==> src/rtl/fp_pkg.sv <==
// Shared definitions for the FloPoCo-format comparator: exception codes,
// opcodes, word-width helper and the canonical NaN encoding.
package fp_pkg;

  localparam logic [1:0] EXC_ZERO = 2'b00;
  localparam logic [1:0] EXC_NORM = 2'b01;
  localparam logic [1:0] EXC_INF  = 2'b10;
  localparam logic [1:0] EXC_NAN  = 2'b11;

  localparam logic [2:0] OP_GT  = 3'd0;
  localparam logic [2:0] OP_GE  = 3'd1;
  localparam logic [2:0] OP_LT  = 3'd2;
  localparam logic [2:0] OP_LE  = 3'd3;
  localparam logic [2:0] OP_EQ  = 3'd4;
  localparam logic [2:0] OP_NE  = 3'd5;
  localparam logic [2:0] OP_MAX = 3'd6;
  localparam logic [2:0] OP_MIN = 3'd7;

  // Two exception bits, one sign bit, then exponent and fraction.
  function automatic int fp_width(input int we, input int wf);
    return we + wf + 3;
  endfunction

  localparam int         DEF_W     = fp_width(11, 14);
  localparam logic [DEF_W-1:0] CANON_NAN = {EXC_NAN, {(DEF_W-2){1'b0}}};

endpackage

==> src/rtl/fp_cmp_lane.sv <==
// Combinational single-lane compare of two FloPoCo floats; ordering is taken
// directly from the encodings, so no subtractor is needed.
module fp_cmp_lane
  import fp_pkg::*;
#(
  parameter  int WE = 11,
  parameter  int WF = 14,
  localparam int W  = fp_width(WE, WF)
) (
  input  logic [W-1:0] a,
  input  logic [W-1:0] b,
  input  logic [2:0]   op,
  output logic         flag,
  output logic         unord,
  output logic [W-1:0] val
);

  localparam int KW = W - 1;

  logic [1:0]    exc_a, exc_b;
  logic          sign_a, sign_b;
  logic [KW-1:0] key_a, key_b;
  logic          mag_lt, mag_eq;
  logic          nan_a, nan_b, both_zero;
  logic          is_eq, is_lt, is_gt;
  logic          want_max;

  assign exc_a  = a[W-1 -: 2];
  assign exc_b  = b[W-1 -: 2];
  assign sign_a = a[W-3];
  assign sign_b = b[W-3];

  // Exponent/fraction only carry meaning for normals; zero them otherwise so
  // all zeros, all infinities and all NaNs collapse to one key each.
  assign key_a = {exc_a, (exc_a == EXC_NORM) ? a[W-4:0] : {(W-3){1'b0}}};
  assign key_b = {exc_b, (exc_b == EXC_NORM) ? b[W-4:0] : {(W-3){1'b0}}};

  assign mag_lt    = key_a < key_b;
  assign mag_eq    = key_a == key_b;
  assign nan_a     = exc_a == EXC_NAN;
  assign nan_b     = exc_b == EXC_NAN;
  assign both_zero = (exc_a == EXC_ZERO) && (exc_b == EXC_ZERO);

  assign unord    = nan_a | nan_b;
  assign is_eq    = both_zero | (mag_eq & (sign_a == sign_b));
  assign is_gt    = ~is_lt & ~is_eq;
  assign want_max = op == OP_MAX;

  always_comb begin
    // NOTE: every always_comb output gets a default first so no path leaves it
    // unassigned, which would otherwise infer a latch.
    is_lt = 1'b0;
    if (both_zero)
      is_lt = 1'b0;
    else if (sign_a != sign_b)
      is_lt = sign_a;
    else if (sign_a)
      is_lt = ~mag_lt & ~mag_eq;
    else
      is_lt = mag_lt;
  end

  always_comb begin
    flag = 1'b0;
    val  = a;
    unique case (op)
      OP_GT:   flag = ~unord & is_gt;
      OP_GE:   flag = ~unord & (is_gt | is_eq);
      OP_LT:   flag = ~unord & is_lt;
      OP_LE:   flag = ~unord & (is_lt | is_eq);
      OP_EQ:   flag = ~unord & is_eq;
      OP_NE:   flag = unord | ~is_eq;
      default: begin
        flag = 1'b0;
        if (nan_a && nan_b)
          val = {EXC_NAN, {(W-2){1'b0}}};
        else if (nan_a)
          val = b;
        else if (nan_b)
          val = a;
        else if (is_eq) begin
          // Signed zeros compare equal, yet MAX prefers +0 and MIN prefers -0.
          if (both_zero && (sign_a != sign_b))
            val = (want_max ^ sign_a) ? a : b;
          else
            val = a;
        end else
          val = (want_max == is_gt) ? a : b;
      end
    endcase
  end

endmodule

==> src/rtl/fp_compare_pipe.sv <==
// Multi-lane pipelined FP comparator: lane compares feed STAGES register
// stages sharing one valid/ready handshake with a global stall.
module fp_compare_pipe
  import fp_pkg::*;
#(
  parameter  int WE     = 11,
  parameter  int WF     = 14,
  parameter  int LANES  = 1,
  parameter  int STAGES = 2,
  parameter  int TAG_W  = 4,
  localparam int W      = fp_width(WE, WF)
) (
  input  logic               clk,
  input  logic               rst,
  input  logic               in_valid,
  output logic               in_ready,
  input  logic [2:0]         in_op,
  input  logic [LANES*W-1:0] in_a,
  input  logic [LANES*W-1:0] in_b,
  input  logic [TAG_W-1:0]   in_tag,
  output logic               out_valid,
  input  logic               out_ready,
  output logic [LANES-1:0]   out_flag,
  output logic [LANES-1:0]   out_unord,
  output logic [LANES*W-1:0] out_val,
  output logic [TAG_W-1:0]   out_tag
);

  logic               stall;
  logic [LANES-1:0]   lane_flag;
  logic [LANES-1:0]   lane_unord;
  logic [LANES*W-1:0] lane_val;

  logic               vld_q   [STAGES];
  logic [LANES-1:0]   flag_q  [STAGES];
  logic [LANES-1:0]   unord_q [STAGES];
  logic [LANES*W-1:0] val_q   [STAGES];
  logic [TAG_W-1:0]   tag_q   [STAGES];

  assign stall    = out_valid & ~out_ready;
  assign in_ready = ~stall;

  for (genvar i = 0; i < LANES; i++) begin : g_lane
    fp_cmp_lane #(
      .WE (WE),
      .WF (WF)
    ) u_lane (
      .a     (in_a[i*W +: W]),
      .b     (in_b[i*W +: W]),
      .op    (in_op),
      .flag  (lane_flag[i]),
      .unord (lane_unord[i]),
      .val   (lane_val[i*W +: W])
    );
  end

  // Stage 0 captures the compare result; later stages are pure delay. A stall
  // freezes every stage, and with no stall bubbles simply shift out.
  always_ff @(posedge clk) begin
    if (rst) begin
      // NOTE: the data registers are cleared along with the valids because
      // the outputs must read zero after reset, not just be marked invalid.
      for (int s = 0; s < STAGES; s++) begin
        vld_q[s]   <= 1'b0;
        flag_q[s]  <= '0;
        unord_q[s] <= '0;
        val_q[s]   <= '0;
        tag_q[s]   <= '0;
      end
    end else if (!stall) begin
      // NOTE: non-blocking assignments make each stage read its predecessor's
      // old value, so the shift works regardless of statement order.
      vld_q[0]   <= in_valid;
      flag_q[0]  <= lane_flag;
      unord_q[0] <= lane_unord;
      val_q[0]   <= lane_val;
      tag_q[0]   <= in_tag;
      for (int s = 1; s < STAGES; s++) begin
        vld_q[s]   <= vld_q[s-1];
        flag_q[s]  <= flag_q[s-1];
        unord_q[s] <= unord_q[s-1];
        val_q[s]   <= val_q[s-1];
        tag_q[s]   <= tag_q[s-1];
      end
    end
  end

  assign out_valid = vld_q[STAGES-1];
  assign out_flag  = flag_q[STAGES-1];
  assign out_unord = unord_q[STAGES-1];
  assign out_val   = val_q[STAGES-1];
  assign out_tag   = tag_q[STAGES-1];

endmodule

==> config.mk <==
export PLATFORM = sky130hd
export DESIGN_NAME = fp_compare_pipe
export DESIGN_NICKNAME = d
export VERILOG_FILES = /design/src/rtl/fp_pkg.sv /design/src/rtl/fp_cmp_lane.sv /design/src/rtl/fp_compare_pipe.sv
export SDC_FILE = /design/constraint.sdc
export NUM_CORES = 1
export LEC_CHECK = 0
export CAP_MARGIN = 30
export CORE_MARGIN = 2
export CORE_UTILIZATION = 55
export CTS_CLUSTER_SIZE = 40
export DETAILED_ROUTE_END_ITERATION = 8
export PLACE_DENSITY = 0.86
export SYNTH_ARGS = -nofsm -noshare
export SYNTH_HDL_FRONTEND = slang
export SYNTH_SLANG_ARGS = --single-unit
==> constraint.sdc <==
create_clock -name clk -period 11.5 [get_ports clk]
set_input_delay 2.3 -clock clk [delete_from_list [all_inputs] [get_ports clk]]
set_output_delay 2.3 -clock clk [all_outputs]
set_load 0.005 [all_outputs]
==> run metrics, run 1 <==
Fin Setup TNS=0 ns; Slew Viols, Final=0; ys async rst share=0%; status=completed; Worst Setup Start Kind=input port; Routed WL per cell=~18 um; crit path DAT=6.41 ns; Slew HR=46.4%; GR Overflow Total=0; Logic pwr share=between 20% and 30%; Hold WC Path Type=reg2reg; worst skew pair latency=between 0.3 and 0.4 ns; Post-Syn Area=between 4000 and 5000 sq um; final net count=610; Net Count, Synth=~550; r2r worst-path depth=3; clock power share=35.1%; Total Power=~0.70 mW; largest net degree at the start of global routing=37; initial DRC count=roughly 350; CP Max Fanout=25; Mean Syn Cell Area=a little over 10 sq um; routed vias/inst=around 6.0; power density over cell area=122 nW/um^2; ys flop type=edfxtp_1; CTS Buf Count=9; CTS resizes=0; die area=9020 sq um; row cnt=33; initial antenna violation count=0; CTS Hold Buffers Added=0; Netlist cell types=47; number of global-route vias before repair=between 3,000 and 4,000; Max Cap Viol=0; layout cell share with drive strength beyond 1=just over 8%; port bufs=102; Post-Syn Instances=approximately 450; Yosys reg bits=70; CTS tree=yes; CTS root buf=clkbuf_8; Core Util, Final=between 70 and 80%; Antenna Nets Post-Route=0; final hold viol count=0; CTS Buffer Depth=2; sw frac=25.5%; placed insts=610; worst vdd ir=0.0667 mV; CP Capture Type=register; initial core utilization=between 50% and 60%; unrepaired setup endpoints after global routing=no; Die H=between 90 and 100 um; top-level port count=between 100 and 150; WL final=between 10,000 and 15,000 um; CP Class=in2reg; GRT Total Usage=25.3%; H-tree Lvls=3; final worst clock skew=~0.011 ns; Remaining DRCs=0; sequential share of the synthesized area=46.2%; Leakage=~2.2 nW; Non-Filler Instances=626; P_sw=around 0.18 mW; drt first pass iters=5; core footprint=approximately 8100 sq um; Yosys warning total=0; first-pass GRT wire length=17,400 um; clock sink count=70; WP data required=~12 ns; placed wire-length estimate=around 8000 um; Tmin final=about 6.2 ns; area grow syn2layout=25.8%; diodes inserted=0; Die W=between 90 and 100 um; Final Setup Violations=0; number of synthesized flops with an enable pin=70; Final period util=a little over half; DR vias=3,785; placer's final routability congestion estimate=between 0.9 and 1; WHS Path Cells=1; Flop pwr share=approximately 44%; Cell Int Power=about 0.52 mW; Highest Clock Rate=about 160 MHz; post-CTS setup buffers=0; Slew @ Worst Pin=approximately 0.80 ns; clock slew at reported path FFs=around 0.08 ns
## logic make-up after synthesis
| family | after synthesis | share of synthesized area (%) |
|---|---|---|
| flip-flops | 70 | 46.2 |
| adder cells (fa/ha/maj) | 27 | 7.42 |
| buffers and inverters | 65 | 8.63 |
| multiplexers | 1 | 0.247 |
| AO/OA/AOI/OAI | 126 | 17.4 |
| XOR/XNOR | 3 | 0.578 |
| AND/OR/NAND/NOR | 159 | 19.5 |
## registers in the layout, indices dropped and copies added (netlist names)
register and cells:
val_q 56, tag_q 8, flag_q 2, unord_q 2
vld_q 2
## stage by stage
step           area [sq um]  setup WS (ns)  hold WS (ns)
5_1_grt                5730           4.95         0.543
2_1_floorplan          4550           5.95         0.497
6_report               5730           5.28         0.514
4_1_cts                5730           5.43         0.522
3_3_place_gp           5380           4.93         0.500
3_5_place_dp           5480           5.09         0.504
## synth_stat cells, types with 3 or more instances
library cell  count  area share, %
a21oi_1          46            5.1
buf_2             5           0.55
o21ai_0          16            1.8
nand3_1           7           0.77
o211ai_1         26            4.3
buf_4            34            5.6
and2_1           66            9.1
clkbuf_1         16            1.3
nor4_1            3           0.41
edfxtp_1         70             46
ha_1             27            7.4
nor2_1            8           0.66
inv_1             8           0.66
o21ai_1          20            2.2
nand2b_1          3           0.41
nor3_1            5           0.55
nand2_1          47            3.9
nand4_1           5           0.69
nor2b_1           4           0.55
## worst paths after layout
path,to,slack (ns),from
worst min register to register,val_q[0][35],0.51,val_q[0][7]
worst min-delay path,val_q[0][35],0.51,val_q[0][7]
worst max-delay path,val_q[0][7],5.28,in_b[26]
worst max register to register,val_q[0][9],9.36,vld_q[0][1]
## power by group through the flow
stage	Sequential (mW)	Combinational (mW)	Clock [mW]
2_1_floorplan	0.313	0.0855	0
3_3_place_gp	0.314	0.130	0
3_5_place_dp	0.315	0.141	0
4_1_cts	0.309	0.142	0.246
5_1_grt	0.311	0.155	0.256
6_report	0.309	0.143	0.244
## worst max-delay path: stages
cell and delay (ns):
clkdlybuf4s50_1 0.69, inv_1 0.11, nor2_1 0.25, buf_4 0.33, nand2_1 0.13, ha_1 0.32
nand4_1 0.22, nor3_1 0.10, a21oi_1 0.19, nand2_1 0.14, nor4_1 0.50, nor4b_4 0.12
a21oi_4 0.64, o21ai_0 0.18, a21oi_1 0.19
## final cells by class
class | instances | area, sq um
tap | 105 | 131
fill | 584 | 2410
inverter | 8 | 30.0
timing repair buffer | 111 | 1160
multi-input combinational | 316 | 2060
clock buffer | 9 | 124
sequential | 70 | 2100
clock inverter | 7 | 121
## routing by layer
| metal | vias up | track usage (%) | part of all wire, % |
|---|---|---|---|
| met1 | 1770 | 30.9 | 38 |
| met4 | 0 | 16.1 | 4.4 |
| met3 | 43 | 4.63 | 8.2 |
| li1 | 1749 | - | - |
| met5 | - | 0 | 0 |
| met2 | 223 | 41.3 | 50 |
## layout by cell type, fill, tap and decap left out, types with 8 or more instances in the layout
cell             count
clkdlybuf4s50_1    102
edfxtp_1            70
and2_1              66
nand2_1             47
a21oi_1             45
ha_1                27
o211ai_1            26
o21ai_1             20
o21ai_0             16
clkbuf_8             9
inv_1                8
nor2_1               8
(Power assumes the default switching activity.)
==> run 2, diff against run 1 <==
Settings changed: CORE_UTILIZATION 55 to 51, PLACE_DENSITY 0.86 to 0.81.
Clock period 11.5 ns to 6 ns, I/O delays scaled along.
==> run 2 against run 1 <==
Final cell count grew 0.64%; clock power is 70% higher; die area up 7.5%; critical path depth did not move; largest cell class unchanged.
==> run metrics, run 2 (synthesized netlist as in run 1, its figures left out) <==
Logic pwr share=about a fifth; WP data required=between 6 and 7 ns; Antenna Nets Post-Route=0; DR vias=~3,800; largest net degree at the start of global routing=34; CTS root buf=clkbuf_8; Highest Clock Rate=roughly 210 MHz; commonest non-fill, non-tap cell in the layout=clkdlybuf4s50_1; Worst Setup Start Kind=input port; H-tree Lvls=3; initial antenna violation count=0; CP most frequent cell=a21oi_1; Die W=around 98 um; final net count=between 600 and 700; Remaining DRCs=0; WHS Path Cells=1; RR Endpoint=tag_q[0][2]; CP Class=in2reg; r2r setup slk=about 4.2 ns; die area=roughly 9700 sq um; GR Overflow Total=0; WL final=11,400 um; Cell Int Power=about 0.95 mW; Flop pwr share=a little under half; port bufs=between 100 and 150; status=completed; top-level port count=103; crit path cell chain=clkdlybuf4s50_1 > inv_1 > nor2_1 > buf_4 > nand2_1 > ha_1 > nor2b_4 > o21ai_2 > a21oi_1 > o311a_4 > nor4_1 > nor4b_4 > a21oi_4 > o21ai_0 > a21oi_1; final worst clock skew=between 0.008 and 0.009 ns; unrepaired setup endpoints after global routing=no; Leakage=around 2.2 nW; r2r worst-path depth=3; routed vias/inst=5.99; power density over cell area=225 nW/um^2; crit path DAT=roughly 5.0 ns; largest registers=val_q: 56 flops, tag_q: 8 flops; Slew @ Worst Pin=about 0.74 ns; Largest Register=val_q; Final period util=80.1%; CTS resizes=0; Max Cap Viol=0; initial DRC count=about 290; worst hold start=val_q[0][0]; core footprint=8680 sq um; worst skew pair latency=0.36 ns; CTS Buf Count=9; placed insts=between 600 and 700; drt first pass iters=5; Final Setup Violations=0; sw frac=a little over a quarter; Routed WL per cell=approximately 18 um; placer's final routability congestion estimate=between 0.8 and 0.9; Fin Setup TNS=0 ns; Hold Path End=val_q[0][28]; post-CTS setup buffers=0; Crit-path slowest cell=clkdlybuf4s50_1; worst vdd ir=approximately 0.087 mV; initial core utilization=a little over half; Die H=between 90 and 100 um; CP Capture Type=register; row cnt=34; diodes inserted=0; Non-Filler Instances=630; most frequent cells in the layout=clkdlybuf4s50_1 (102), edfxtp_1 (70), and2_1 (66); placed wire-length estimate=about 7900 um; clock power share=between 30% and 40%; CTS Buffer Depth=2; Tmin final=4.81 ns; number of global-route vias before repair=~3,700; Hold WC Path Type=reg2reg; Reg2Reg Launch Point=vld_q[0][1]; first-pass GRT wire length=~18,000 um; P_sw=0.333 mW; flip-flop count of the largest register, all copies and words added=56; CP Max Fanout=25; area grow syn2layout=24.6%; final hold viol count=0; Slew Viols, Final=0; clock sink count=70; crit path launch=in_b[26]; CTS Hold Buffers Added=0; clock slew at reported path FFs=roughly 0.070 ns; Critical Path Max Stage Delay=about 0.68 ns; layout cell share with drive strength beyond 1=8.24%; GRT Total Usage=a little under a quarter; CTS tree=yes; Slew HR=about half
==> run 2: cell type report <==
| class | instances | area [sq um] |
|---|---|---|
| Fill cell | 695 | 3010 |
| Multi-Input combinational cell | 316 | 2060 |
| Timing Repair Buffer | 113 | 1130 |
| Clock inverter | 6 | 87.6 |
| Tap cell | 108 | 135 |
| Inverter | 8 | 30.0 |
| Clock buffer | 9 | 124 |
| Sequential cell | 70 | 2100 |
==> run 2: power groups by stage <==
stage | clock [mW] | combinational [mW] | sequential [mW]
after floorplan | 0 | 0.164 | 0.599
after global placement | 0 | 0.255 | 0.601
after detailed placement | 0 | 0.266 | 0.603
after CTS | 0.420 | 0.269 | 0.592
after global routing | 0.436 | 0.295 | 0.595
final | 0.416 | 0.271 | 0.591
==> run 2: per-stage QoR <==
stage | setup slack [ns] | util (%) | power, mW | hold slack [ns] | instance area (sq um)
2_1_floorplan | 1.55 | - | 0.763 | 0.497 | 4550
3_3_place_gp | 1.09 | 62.3 | 0.855 | 0.499 | 5410
3_5_place_dp | 0.880 | 62.9 | 0.869 | 0.505 | 5460
4_1_cts | 1.21 | 65.4 | 1.28 | 0.521 | 5670
5_1_grt | 0.884 | 65.4 | 1.33 | 0.535 | 5670
6_report | 1.19 | 65.4 | 1.28 | 0.522 | 5670
==> run 2: worst max path at each step <==
stage / endpoint / slack, ns / cells past startpoint
after floorplan: val_q[0][11] / 1.55 / 16
after global placement: val_q[0][11] / 1.09 / 15
after detailed placement: val_q[0][8] / 0.88 / 15
after CTS: val_q[0][6] / 1.21 / 15
after global routing: val_q[0][9] / 0.88 / 15
final: val_q[0][8] / 1.19 / 15
==> run 2: layer usage <==
metal  GRT usage (%)  up-vias  part of all wire, %
met5               0        -                    0
li1                -     1746                    -
met4            11.5        0                  3.0
met1            29.4     1784                   39
met3            4.04       30                  7.4
met2            40.6      213                   50
==> run 2: worst max-delay path, delay by kind of cell <==
kind / cells / cell delay, ns
AND/OR/NAND/NOR: 5 / 0.89
buffers and inverters: 3 / 1.02
adder cells (fa/ha/maj): 1 / 0.30
AO/OA/AOI/OAI: 6 / 1.61
==> run 3, diff against run 2 <==
Clock period 6 ns to 4.98 ns, I/O delays scaled along.
==> run 3 against run 2 <==
Power up 21%; critical endpoint is now val_q[0][5]; clock-buffer cell count unchanged; via count fell by 0.95%; design area is 0.13% higher; clock skew shrank 0.0020 ns; critical path type unchanged; largest cell class unchanged.
==> run metrics, run 3 (synthesized netlist as in run 1, its figures left out) <==
post-CTS setup buffers=0; H-tree Lvls=3; Die H=roughly 98 um; worst vdd ir=around 0.12 mV; GRT Total Usage=about a quarter; Fin Setup TNS=0 ns; top-level port count=around 100; sw frac=a little over a quarter; first-pass GRT wire length=18,100 um; core footprint=~8700 sq um; clock sink count=70; CP Capture Type=register; Final Setup Violations=0; Slew @ Worst Pin=0.797 ns; largest registers=val_q: 56 flops, tag_q: 8 flops; Core Util, Final=between 60% and 70%; status=completed; area grow syn2layout=24.8%; CTS tree=yes; Placement Cell Area=5470 sq um; Tmin final=roughly 4.4 ns; r2r worst-path depth=3; initial DRC count=about 240; P_sw=between 0.4 and 0.5 mW; diodes inserted=0; Final period util=approximately nine tenths; die area=roughly 9700 sq um; Routed WL per cell=17.6 um; Highest Clock Rate=around 230 MHz; Worst Setup Start Kind=input port; Largest Register=val_q; row cnt=34; flip-flop count of the largest register, all copies and words added=56; largest net degree at the start of global routing=34; DR vias=between 3,000 and 4,000; initial antenna violation count=0; CTS Hold Buffers Added=0; clock slew at reported path FFs=0.08 ns; CP Class=in2reg; Cell Int Power=about 1.1 mW; post-route cell area=5680 sq um; placer's final routability congestion estimate=approximately 0.86; Slew HR=46.9%; Remaining DRCs=0; WHS Path Cells=1; most frequent cells in the layout=clkdlybuf4s50_1 (102), edfxtp_1 (70), and2_1 (66); drt first pass iters=5; final net count=slightly above 600; CTS root buf=clkbuf_8; CTS resizes=0; routed vias/inst=5.91; Reg2Reg Launch Point=vld_q[0][1]; crit path DAT=4.65 ns; port bufs=102; worst skew pair latency=between 0.3 and 0.4 ns; clock power share=about a third; initial core utilization=~52%; Slew Viols, Final=0; Hold Path End=val_q[0][47]; GR Overflow Total=0; final hold viol count=0; Die W=a little under 100 um; Leakage=approximately 2.2 nW; Flop pwr share=between 40 and 50%; CTS Buf Count=9; RR Endpoint=val_q[0][4]; layout cell share with drive strength beyond 1=8.59%; r2r setup slk=about 3 ns; worst hold start=val_q[0][19]; CTS Buffer Depth=2; commonest non-fill, non-tap cell in the layout=clkdlybuf4s50_1; power density over cell area=272 nW/um^2; Logic pwr share=21.1%; number of global-route vias before repair=around 3,700; WL final=between 10,000 and 15,000 um; Total Power=1.54 mW; unrepaired setup endpoints after global routing=no; Antenna Nets Post-Route=0; WP data required=5.19 ns; Hold WC Path Type=reg2reg; placed wire-length estimate=roughly 8000 um; final worst clock skew=between 0.006 and 0.007 ns; Max Cap Viol=0; CP Max Fanout=25
[run 3: worst max-delay path, stage by stage]
cell and delay [ns]:
clkdlybuf4s50_1 0.60, nor2b_1 0.16, buf_4 0.24, and2_1 0.16, ha_1 0.24, nor2b_4 0.13
o21ai_2 0.10, a21oi_1 0.10, o311a_4 0.40, nor4_1 0.41, nor4b_4 0.11, a21oi_4 0.62
o21ai_0 0.18, a21oi_1 0.17
[run 3: area by class of cell]
cell class / instances / area [sq um]
timing repair buffer: 115 / 1140
clock buffer: 9 / 124
inverter: 8 / 30.0
tap: 108 / 135
clock inverter: 6 / 87.6
sequential: 70 / 2100
multi-input combinational: 316 / 2060
fill: 687 / 3000
[run 3: how the worst max path moves through the flow]
| stage | startpoint | end | slack (ns) |
|---|---|---|---|
| 2_1_floorplan | in_b[26] | val_q[0][11] | 0.74 |
| 3_3_place_gp | in_a[26] | val_q[0][11] | 0.33 |
| 3_5_place_dp | in_a[26] | val_q[0][11] | 0.25 |
| 4_1_cts | in_a[26] | val_q[0][5] | 0.59 |
| 5_1_grt | in_a[26] | val_q[0][7] | 0.23 |
| 6_report | in_a[26] | val_q[0][5] | 0.54 |
[run 3: power groups by stage]
stage                     clock network [mW]  logic [mW]  registers, mW
final                                  0.502       0.326          0.714
after global routing                   0.532       0.355          0.719
after CTS                              0.509       0.324          0.714
after detailed placement                   0       0.321          0.727
after global placement                     0       0.309          0.724
after floorplan                            0       0.198          0.722
[run 3: routing by layer]
metal | GRT usage, % | vias up | part of all wire, % | wire [um]
met1 | 29.8 | 1816 | 41 | 4600
met5 | 0 | - | 0 | 0
met2 | 40.1 | 151 | 52 | 5730
met3 | 3.69 | 15 | 5.7 | 639
met4 | 8.22 | 0 | 1.3 | 147
li1 | - | 1755 | - | -
[run 3: stage by stage]
| stage | hold slack, ns | setup slack (ns) | instances |
|---|---|---|---|
| 2_1_floorplan | 0.497 | 0.737 | 451 |
| 3_3_place_gp | 0.499 | 0.326 | 616 |
| 3_5_place_dp | 0.504 | 0.246 | 617 |
| 4_1_cts | 0.522 | 0.593 | 632 |
| 5_1_grt | 0.540 | 0.228 | 632 |
| 6_report | 0.519 | 0.538 | 632 |
